--- config.mk ---
export PLATFORM = sky130hd
export DESIGN_NAME = uart_rx
export DESIGN_NICKNAME = d
export VERILOG_FILES = /design/src/rtl/uart_rx.sv
export SDC_FILE = /design/constraint.sdc
export NUM_CORES = 1
export LEC_CHECK = 0
export ABC_CLOCK_PERIOD_IN_PS = 1900
export CAP_MARGIN = 25
export CORE_MARGIN = 4
export CORE_UTILIZATION = 50
export DETAILED_ROUTE_END_ITERATION = 8
export PLACE_DENSITY_LB_ADDON = 0.05
export SETUP_SLACK_MARGIN = 0.15
export SKIP_LAST_GASP = 1
export SLEW_MARGIN = 20
export SYNTH_ARGS = -nofsm -noshare
export SYNTH_HDL_FRONTEND = slang
export SYNTH_SLANG_ARGS = --single-unit
--- constraint.sdc ---
create_clock -name i_clock -period 1.9 [get_ports i_clock]
set_input_delay 0.38 -clock i_clock [delete_from_list [all_inputs] [get_ports i_clock]]
set_output_delay 0.38 -clock i_clock [all_outputs]
set_load 0.05 [all_outputs]
--- src/rtl/uart_rx.sv ---
// UART receiver: 2-flop input synchronizer, 16x oversample tick generator and
// a start/data/stop FSM that samples mid-bit and reports data plus framing error.
module uart_rx #(
    parameter real CLOCK     = 50E6,
    parameter int  BAUD_RATE = 19200,
    parameter int  N_BITS    = 8,
    parameter int  SB_TICK   = 16
) (
    input  logic              i_clock,
    input  logic              i_reset,
    input  logic              i_rx,
    output logic [N_BITS-1:0] o_rx_data,
    output logic              o_rx_done_tick,
    output logic              o_frame_error
);

    localparam int DIV_RAW = $rtoi(CLOCK / (BAUD_RATE * 16.0));
    localparam int DIV     = (DIV_RAW < 1) ? 1 : DIV_RAW;
    localparam int CW      = (DIV > 1) ? $clog2(DIV) : 1;
    localparam int NW      = (N_BITS > 1) ? $clog2(N_BITS) : 1;

    typedef enum logic [1:0] {
        ST_IDLE  = 2'd0,
        ST_START = 2'd1,
        ST_DATA  = 2'd2,
        ST_STOP  = 2'd3
    } state_t;

    logic [1:0]        sync_r;
    logic              rx_s;
    logic [CW-1:0]     baud_cnt_r;
    logic              baud_tick_s;

    state_t            state_r, state_nx_s;
    logic [3:0]        s_r, s_nx_s;
    logic [NW-1:0]     n_r, n_nx_s;
    logic [N_BITS-1:0] shift_r, shift_nx_s;
    logic [N_BITS-1:0] data_r, data_nx_s;
    logic              ferr_r, ferr_nx_s;
    logic              done_r, done_nx_s;

    // Two-flop synchronizer for the asynchronous line; resets to the idle level.
    always_ff @(posedge i_clock or posedge i_reset) begin
        if (i_reset) begin
            sync_r <= 2'b11;
        end else begin
            sync_r <= {sync_r[0], i_rx};
        end
    end

    assign rx_s = sync_r[1];

    // Free-running oversample divider; the tick fires on the terminal count.
    always_ff @(posedge i_clock or posedge i_reset) begin
        if (i_reset) begin
            baud_cnt_r <= '0;
        end else if (baud_tick_s) begin
            baud_cnt_r <= '0;
        end else begin
            baud_cnt_r <= baud_cnt_r + CW'(1);
        end
    end

    assign baud_tick_s = (baud_cnt_r == CW'(DIV - 1));

    // FSM state, counters, shift register and registered outputs.
    always_ff @(posedge i_clock or posedge i_reset) begin
        if (i_reset) begin
            state_r <= ST_IDLE;
            s_r     <= 4'd0;
            n_r     <= '0;
            shift_r <= '0;
            data_r  <= '0;
            ferr_r  <= 1'b0;
            done_r  <= 1'b0;
        end else begin
            state_r <= state_nx_s;
            s_r     <= s_nx_s;
            n_r     <= n_nx_s;
            shift_r <= shift_nx_s;
            data_r  <= data_nx_s;
            ferr_r  <= ferr_nx_s;
            done_r  <= done_nx_s;
        end
    end

    // Next-state logic; start detection in IDLE is not gated by the tick.
    always_comb begin
        state_nx_s = state_r;
        s_nx_s     = s_r;
        n_nx_s     = n_r;
        shift_nx_s = shift_r;
        data_nx_s  = data_r;
        ferr_nx_s  = ferr_r;
        done_nx_s  = 1'b0;

        case (state_r)
            ST_IDLE: begin
                if (!rx_s) begin
                    state_nx_s = ST_START;
                    s_nx_s     = 4'd0;
                end else begin
                    state_nx_s = ST_IDLE;
                end
            end

            ST_START: begin
                if (baud_tick_s) begin
                    if (s_r == 4'd7) begin
                        if (!rx_s) begin
                            state_nx_s = ST_DATA;
                            s_nx_s     = 4'd0;
                            n_nx_s     = '0;
                        end else begin
                            state_nx_s = ST_IDLE;
                        end
                    end else begin
                        s_nx_s = s_r + 4'd1;
                    end
                end else begin
                    s_nx_s = s_r;
                end
            end

            ST_DATA: begin
                if (baud_tick_s) begin
                    if (s_r == 4'd15) begin
                        s_nx_s                 = 4'd0;
                        shift_nx_s             = shift_r >> 1;
                        shift_nx_s[N_BITS-1]   = rx_s;
                        if (n_r == NW'(N_BITS - 1)) begin
                            state_nx_s = ST_STOP;
                        end else begin
                            n_nx_s = n_r + NW'(1);
                        end
                    end else begin
                        s_nx_s = s_r + 4'd1;
                    end
                end else begin
                    s_nx_s = s_r;
                end
            end

            ST_STOP: begin
                if (baud_tick_s) begin
                    if (s_r == 4'(SB_TICK - 1)) begin
                        data_nx_s  = shift_r;
                        ferr_nx_s  = ~rx_s;
                        done_nx_s  = 1'b1;
                        state_nx_s = ST_IDLE;
                    end else begin
                        s_nx_s = s_r + 4'd1;
                    end
                end else begin
                    s_nx_s = s_r;
                end
            end

            default: begin
                state_nx_s = ST_IDLE;
            end
        endcase
    end

    assign o_rx_data      = data_r;
    assign o_rx_done_tick = done_r;
    assign o_frame_error  = ferr_r;

endmodule

==> Word-level counts from Yosys, hierarchy flattened <==
Index checks and enable logic that the tools add are counted.
{ "word_totals": {"memories": 0, "ram_bits": 0, "romBits": 0, "in_bits": 3, "latchBits": 0, "ff_bits": 37} }
{ "op_classes": {"n_eq_ne": 17, "mul": 0, "mux": 29, "n_reduce_logical": 7, "bitwise_logic": 1, "n_lt_le_gt_ge": 0, "n_addsub": 3, "div_mod_pow": 0, "shifts": 0} }
{ "op_table": {"columns": ["cell", "n"], "rows": [
  ["$mux W4", 7],
  ["$ne A2 B2 Y1 const B", 10],
  ["$mux W3", 6],
  ["$mux W2", 8],
  ["$pmux W4 S4", 1],
  ["$reduce_and A7 Y1", 2],
  ["$add A8 B1 Y8 const B", 1],
  ["$eq A8 B8 Y1 const B", 1],
  ["$mux W8", 1],
  ["$pmux W2 S4", 1],
  ["$pmux W3 S2", 1],
  ["$reduce_and A3 Y1", 2],
  ["$add A4 B1 Y4 const B", 1],
  ["$eq A2 B2 Y1 const B", 2],
  ["$eq A4 B3 Y1 const B", 1],
  ["$eq A4 B4 Y1 const B", 1],
  ["$mux W1", 4],
  ["$reduce_and A4 Y1", 1],
  ["$add A3 B1 Y3 const B", 1],
  ["$eq A3 B3 Y1 const B", 1],
  ["$eq A2 B1 Y1 const B", 1],
  ["$logic_not A2 Y1", 1],
  ["$reduce_bool A2 Y1", 1],
  ["$not A1 Y1", 1]
]} }

==> Logic depth before layout (Yosys ltp) <==
Gate-level depths: netlist of the first run.
{ "logic_depth": {"ltp_word": 5, "mapped_depth": 7} }

==> Worst setup path before layout of the first run <==
OpenSTA, ideal clock, no wires.
{ "synth_timing": {"kind": "flip-flop to flip-flop", "startpoint": "reg baud_cnt_r[3]", "endpoint": "reg shift_r[0]", "required_time_ns": 1.775, "n_path_buf": 1, "path_stages_with_launch": 6, "t_arrival_ns": 1.998, "setup_slack_ns": -0.223, "period_less_slack_ns": 2.123, "path_cell_list": "dfrtp_1 or3_4 or3_4 or3b_1 buf_6 mux2_4"} }
{ "synth_via": {"elab_chain_cells": 2} }
{ "synth_rtl": {"columns": ["item", "line_no", "text"], "rows": [
  ["from (decl)", "31", "logic [CW-1:0] baud_cnt_r;"],
  ["from (signal assigned)", "60", "baud_cnt_r <= baud_cnt_r + CW'(1);"],
  ["$eq A8 B8 Y1", "64", "assign baud_tick_s = (baud_cnt_r == CW'(DIV - 1));"],
  ["$reduce_and A3 Y1 (no source line)", null, null],
  ["to (signal assigned)", "80", "shift_r <= shift_nx_s;"],
  ["to (decl)", "37", "logic [N_BITS-1:0] shift_r, shift_nx_s;"]
]} }
No other way between the ends.
A chain may end at the register's enable or synchronous reset.

==> Worst setup path after layout of the first run <==
{ "layout_timing": {"startpoint": "reg baud_cnt_r[3]", "endpoint": "reg shift_r[4]"} }
The elaborated chain is that of the path after synthesis.

==> reports/metrics.yaml, run 1 <==
whs_ps: 362.9
clk_latency_ps: 340
ys_ff_latch: 37
place_congestion: 0.7700
async_reset_ff_share_pct: 100.0
cts_buffers: 5
grt_max_degree: 38
antenna_left: 0
grt_usage_pct: 16.81
hold_path.class: "flop to flop"
layout-drive-gt1-share_pct: 35.38
critPathRequiredTime_ps: 2140
initial_core_util_pct: 52.60
rr_startpoint: "baud_cnt_r[3]"
grt_pass1_wl_um: 5623
design_area_um2: 2365
numPortBuffers: 12
reg2reg_to: "shift_r[4]"
rsz0062_at_grt: "yes"
routed_wl_um: 3342
hpwlAfterDp_um: 2305
fp-row-count: 21
cts_htree_levels: 2
ys_seq_area_share_pct: 52.07
remaining_drc_errors: 0
cap_violations: 0
syn-instance-count: 151
drv_slew: 0
fmax_mhz: 487.6
fin_worst_skew_ps: 6.686
drt_iter0_markers: 88
placed_cells: 228
reg2regPathDepth: 5
mappedNetlistArea_um2: 1783
run_status: "finished with violations"
coreArea_um2: 3390
setup_viol: 17
clkTransAtPathRegs_ps: 110
vias_per_cell: 5.278
antenna_found_initial: 0
die-height_um: 67.72
crit_chain: "or3_4 -> or3_4 -> or3b_1 -> buf_6 -> mux2_4"
overflow: 0
synthFlopType: "dfrtp_1"
syn_nets: 159
final_cells: 241
syn2layout_area_growth_pct: 32.63
hold_path_depth: 0
violations: "negative setup slack"
mostFrequentLayoutCell: "dfrtp_1"
die-width_um: 67.72
die-area_um2: 4585
max_stage_delay_ps: 400
layout.nets: 202
wl_per_cell_um: 13.87
antennaDiodeCount: 0
synth_edf_count: 0
tns_ps: -2015
cts_buffer_depth: 2
num_vias: 1272
min_to: "sync_r[1]"
worstHoldStart: "sync_r[0]"
grt_pass1_vias: 1205
ys_types: 41
fin_crit_ps: 2051
peakVddDrop_mv: 0.5721
tightest_slew_ps: 498.1
critPathArrivalTime_ps: 2290
hold_viol_final: 0
cts_tree: "done"
yosysWarnings: 0
slowest_stage: "dfrtp_1"
crit_cells: 5
mostFrequentLayoutCells: "35 x dfrtp_1, 20 x buf_4, 18 x mux2_4, 12 x nand2_1, 10 x dlygate4sd2_1"
crit_path_end_kind: "flop"
cpMostUsedCell: "or3_4"
worst_slack_ps: -150.8
relSlewSlack_pct: 66.92
clock-sinks: 37
detail_route.first_pass.iterations: 4
pin_count: 13
crit_buf_inv: 1
ff2ff_setup_slack_ps: -150
cts-root-buf: "clkbuf_4"
cp_max_fo: 8
crit_type: "flop to flop"
crit_path_start_kind: "flop"
period_share_pct: 107.9
p_leak_nw: 1.157
placed_cell_area_um2: 2153
syn_avg_cell_area_um2: 11.81
crit_family: "simple AND/OR/NAND/NOR gates"
powerDensity_nw_per_um2: 627.5
kinds of logic after synthesis:
logic type	Yosys count	share of synthesized area [%]
flops	37	52.07
xor+xnor	7	3.439
simple gates	45	14.32
mux	21	14.74
compound gates	23	8.773
buf+inv	13	3.158
fa+ha+maj	5	3.509
worst register-to-register path, cell delays in order, from the launching register on:
cell,delay (ps)
dfrtp_1,400
or3_4,390
or3_4,340
or3b_1,370
buf_6,160
mux2_4,300
state kept, by name, indices dropped and copies added, names as in the netlist, named ones only:
signal	flops
shift_r	8
o_rx_data	8
sync_r	2
state_r	1
n_r	3
o_frame_error	1
o_rx_done_tick	1
baud_cnt_r	8
s_r	4
final cells by class:
| class | count | area (um^2) |
|---|---|---|
| clock buffers | 5 | 37.54 |
| clock inverters | 3 | 65.06 |
| fillers | 241 | 1025 |
| inverters | 9 | 33.78 |
| multi-input cells | 101 | 885.9 |
| flip-flops and latches | 37 | 928.4 |
| well taps | 46 | 57.56 |
| repair buffers | 40 | 356.6 |
worst max-delay path by stage:
| stage | from | endpoint | slack [ps] |
|---|---|---|---|
| finish | baud_cnt_r[3] | shift_r[4] | -150 |
| global route | baud_cnt_r[3] | shift_r[6] | -210 |
| CTS | baud_cnt_r[3] | shift_r[4] | -160 |
| detailed placement | baud_cnt_r[3] | shift_r[4] | -170 |
| global placement | baud_cnt_r[3] | shift_r[5] | -120 |
| floorplan | baud_cnt_r[3] | shift_r[0] | -170 |
routing by layer:
metal,up-vias,GRT usage [%],part of all wire [%]
li1,623,-,-
met2,28,25.52,48
met3,6,4.992,4.3
met4,0,6.076,1.4
met5,-,0,0
met1,615,22.68,47
synth_stat cells (3+ instances only):
master	count	area share, %
mux2_4	8	6.7
nor3b_1	3	1.3
o21ai_0	6	1.7
mux2i_1	3	1.7
nor3_1	3	0.84
xnor2_1	6	2.9
dfrtp_1	35	49
inv_1	9	1.9
nand2_1	12	2.5
nor2b_1	3	1.1
mux2_2	10	6.3
nor2_1	7	1.5
ha_1	5	3.5
a21oi_1	5	1.4
clkbuf_1	3	0.63
nand3_1	4	1.1
through the flow:
stage	utilization (%)	setup WS [ps]	total power [mW]
2_1_floorplan	-	-165.0	0.8212
3_3_place_gp	63.53	-123.0	0.8356
3_5_place_dp	63.53	-166.3	0.8360
4_1_cts	67.85	-160.1	1.501
5_1_grt	69.77	-206.0	1.531
6_report	69.77	-150.8	1.484
power by group:
group	internal, mW	switching, mW	total, mW
Sequential	0.791	0.00206	0.793
Combinational	0.00902	0.0182	0.0273
Clock	0.407	0.256	0.664
Total	1.21	0.277	1.48
timing repair:
| item | CTS | global route |
|---|---|---|
| hold buffers | 0 | 0 |
| pin swaps | 3 | 3 |
| setup buffers | 3 | 2 |
| endpoints found under the setup margin | 36 | 25 |
| resized for setup | 18 | 15 |
Note: power is estimated with default switching activity, not from simulation.
==> run 2: changes to the inputs <==
--- a/config.mk
+++ b/config.mk
@@ -8,8 +8,10 @@
 export ABC_CLOCK_PERIOD_IN_PS = 1900
 export CAP_MARGIN = 25
 export CORE_MARGIN = 4
-export CORE_UTILIZATION = 50
+export CORE_UTILIZATION = 31
 export DETAILED_ROUTE_END_ITERATION = 8
+export DONT_BUFFER_PORTS = 1
+export GPL_TIMING_DRIVEN = 0
 export PLACE_DENSITY_LB_ADDON = 0.05
 export SETUP_SLACK_MARGIN = 0.15
 export SKIP_LAST_GASP = 1
==> run 2 against run 1 <==
The flow still finishes with violations (negative setup slack). Fmax down 2.7%. Final cell count grew 0.41%. Sequential cell count unchanged. Critical path depth unchanged. Register-to-register slack got worse by 60 ps. Critical path type unchanged. Largest cell class unchanged.
==> reports/metrics.yaml, run 2 (synthesized netlist as in run 1, its figures left out) <==
wl_met2_um: 1633  # +2.6%
m1WireLength_um: 1538  # -1.2%
num_vias: 1161  # -8.7%
setup_viol: 16  # -1
syn2layout_area_growth_pct: 19.79
die-width_um: 83.84  # +24%
grt_pass1_vias: 1222  # +1.4%
layout.nets: 177  # -12%
initial_core_util_pct: 32.18  # -20 points
reg2reg_to: "shift_r[0]"
die-area_um2: 7029  # +53%
cts_buffers: 5  # unchanged
p_comb_share_pct: 2.0  # +0.2 points
cap_violations: 0  # unchanged
worstHoldStart: "i_rx"
highest_layer: "met4"
fmax_mhz: 474.2  # -2.7%
sequentialPowerShare_pct: 57.9  # +4.5 points
clock-sinks: 37  # unchanged
min_to: "sync_r[0]"
antenna_found_initial: 0  # unchanged
hold_path_depth: 0  # unchanged
layout-drive-gt1-share_pct: 31.18  # -4.2 points
remaining_drc_errors: 0  # unchanged
cts_htree_levels: 2  # unchanged
grt_pass1_wl_um: 5892  # +4.8%
rsz0062_at_grt: "yes"
fillers: 552  # +130%
peakVddDrop_mv: 0.2378  # -58%
hold_path.class: "input port to flop"
fin_worst_skew_ps: 7.772  # +1.086 ps
cp_max_fo: 8  # unchanged
drt_iter0_markers: 48  # -45%
coreArea_um2: 5540  # +63%
rr_startpoint: "baud_cnt_r[2]"
period_share_pct: 111.0  # +3.0 points
run_status: "finished with violations"
critPathArrivalTime_ps: 2280  # about the same
fp-row-count: 27  # +29%
antenna_left: 0  # unchanged
p_clk_share_pct: 40.1  # -4.6 points
routed_wl_um: 3393  # +1.5%
violations: "negative setup slack"
clk_latency_ps: 290  # -50 ps
overflow: 0  # unchanged
fin_crit_ps: 2109  # +57.89 ps
wl_met3_um: 168  # +17%
cts_buffer_depth: 2  # unchanged
power.internal_mw: 1.052  # -13%
swShare_pct: 23.08  # +4.4 points
worst_slack_ps: -208.7  # -57.89 ps
post-route-util_pct: 38.55  # -31 points
grt_max_degree: 25  # -34%
design_area_um2: 2136  # -9.7%
antennaDiodeCount: 0  # unchanged
switchingPower_uw: 315.8  # +14%
cts-root-buf: "clkbuf_8"
ff2ff_setup_slack_ps: -210  # -60 ps
wl_per_cell_um: 14.02  # +1.1%
p_leak_nw: 0.9658  # -16%
critPathRequiredTime_ps: 2070  # -70 ps
reg2regPathDepth: 5  # unchanged
numPortBuffers: 0  # -12
tightest_slew_ps: 495.6  # -2.473 ps
cts_tree: "done"
hold_viol_final: 0  # unchanged
clkTransAtPathRegs_ps: 80  # -30 ps
crit_path_end_kind: "flop"
relSlewSlack_pct: 66.96  # about the same
place_congestion: 0.7422  # -3.6%
powerDensity_nw_per_um2: 640.6  # +2.1%
grt_usage_pct: 10.59  # -6.2 points
vias_per_cell: 4.798  # -9.1%
placed_cell_area_um2: 1931  # -10%
crit_path_start_kind: "flop"
detail_route.first_pass.iterations: 4  # unchanged
pin_count: 13  # unchanged
hpwlAfterDp_um: 2358  # +2.3%
mostFrequentLayoutCells: "35 x dfrtp_1, 17 x mux2_4, 12 x nand2_1, 8 x inv_1, 7 x buf_4"
die-height_um: 83.84  # +24%
drv_slew: 0  # unchanged
mostFrequentLayoutCell: "dfrtp_1"
crit_type: "flop to flop"
[run 2: metal layers]
layer / GRT usage (%) / up-vias
li1: - / 565
met1: 12.68 / 571
met2: 17.14 / 19
met3: 3.850 / 6
met4: 4.386 / 0
met5: 0 / -
[run 2: worst max-delay path by stage]
| stage | cells after the start | startpoint | endpoint |
|---|---|---|---|
| after CTS | 5 | baud_cnt_r[3] | shift_r[0] |
| final | 5 | baud_cnt_r[2] | shift_r[0] |
| after global routing | 5 | baud_cnt_r[2] | shift_r[0] |
| after global placement | 4 | baud_cnt_r[3] | o_frame_error |
| after floorplan | 5 | baud_cnt_r[3] | shift_r[0] |
| after detailed placement | 4 | baud_cnt_r[3] | n_r[0] |
[run 2: what timing repair did]
action                                  in CTS  in global routing
hold endpoints to repair                    11                  0
pin swaps                                    1                  2
gates cloned                                 0                  0
resized for setup                            5                 10
setup buffers                                5                  4
endpoints found under the setup margin      25                 25
hold buffers                                 1                  0
[run 2: worst max-delay path, stage by stage (launching register included)]
cell and delay (ps):
dfrtp_1 400, or3_4 390, or3_4 370, or3b_4 390, buf_6 160, mux2_4 290
[run 2: metrics by stage]
stage               setup slack, ps  TNS (ps)  power, mW  instances  hold slack, ps
CTS                          -209.2     -2421      1.399        238           69.31
detailed placement           -335.9     -5180     0.8348        224           251.1
finish                       -208.7     -1840      1.368        242           76.06
global route                 -260.5     -3292      1.436        242           58.54
global placement             -314.0     -4974     0.8272        223           346.9
floorplan                    -165.0     -2327     0.8212        151           345.2
[run 2: area by class of cell]
cell class,count,area [um^2],share of cell area (%)
buffer,4,27.53,1.289
clock buffer,5,68.82,3.222
clock inverter,3,17.52,0.8202
inverter,9,33.78,1.582
multi-input combinational,101,853.3,39.95
sequential,37,928.4,43.47
tap,72,90.09,4.218
timing repair buffer,11,116.4,5.448
[run 2: power groups by stage]
| stage | clock (mW) | combinational (mW) | sequential (mW) |
|---|---|---|---|
| 6_report | 0.548 | 0.0274 | 0.793 |
| 3_3_place_gp | 0 | 0.0190 | 0.808 |
| 3_5_place_dp | 0 | 0.0265 | 0.808 |
| 5_1_grt | 0.611 | 0.0320 | 0.793 |
| 4_1_cts | 0.578 | 0.0287 | 0.793 |
| 2_1_floorplan | 0 | 0.0137 | 0.807 |
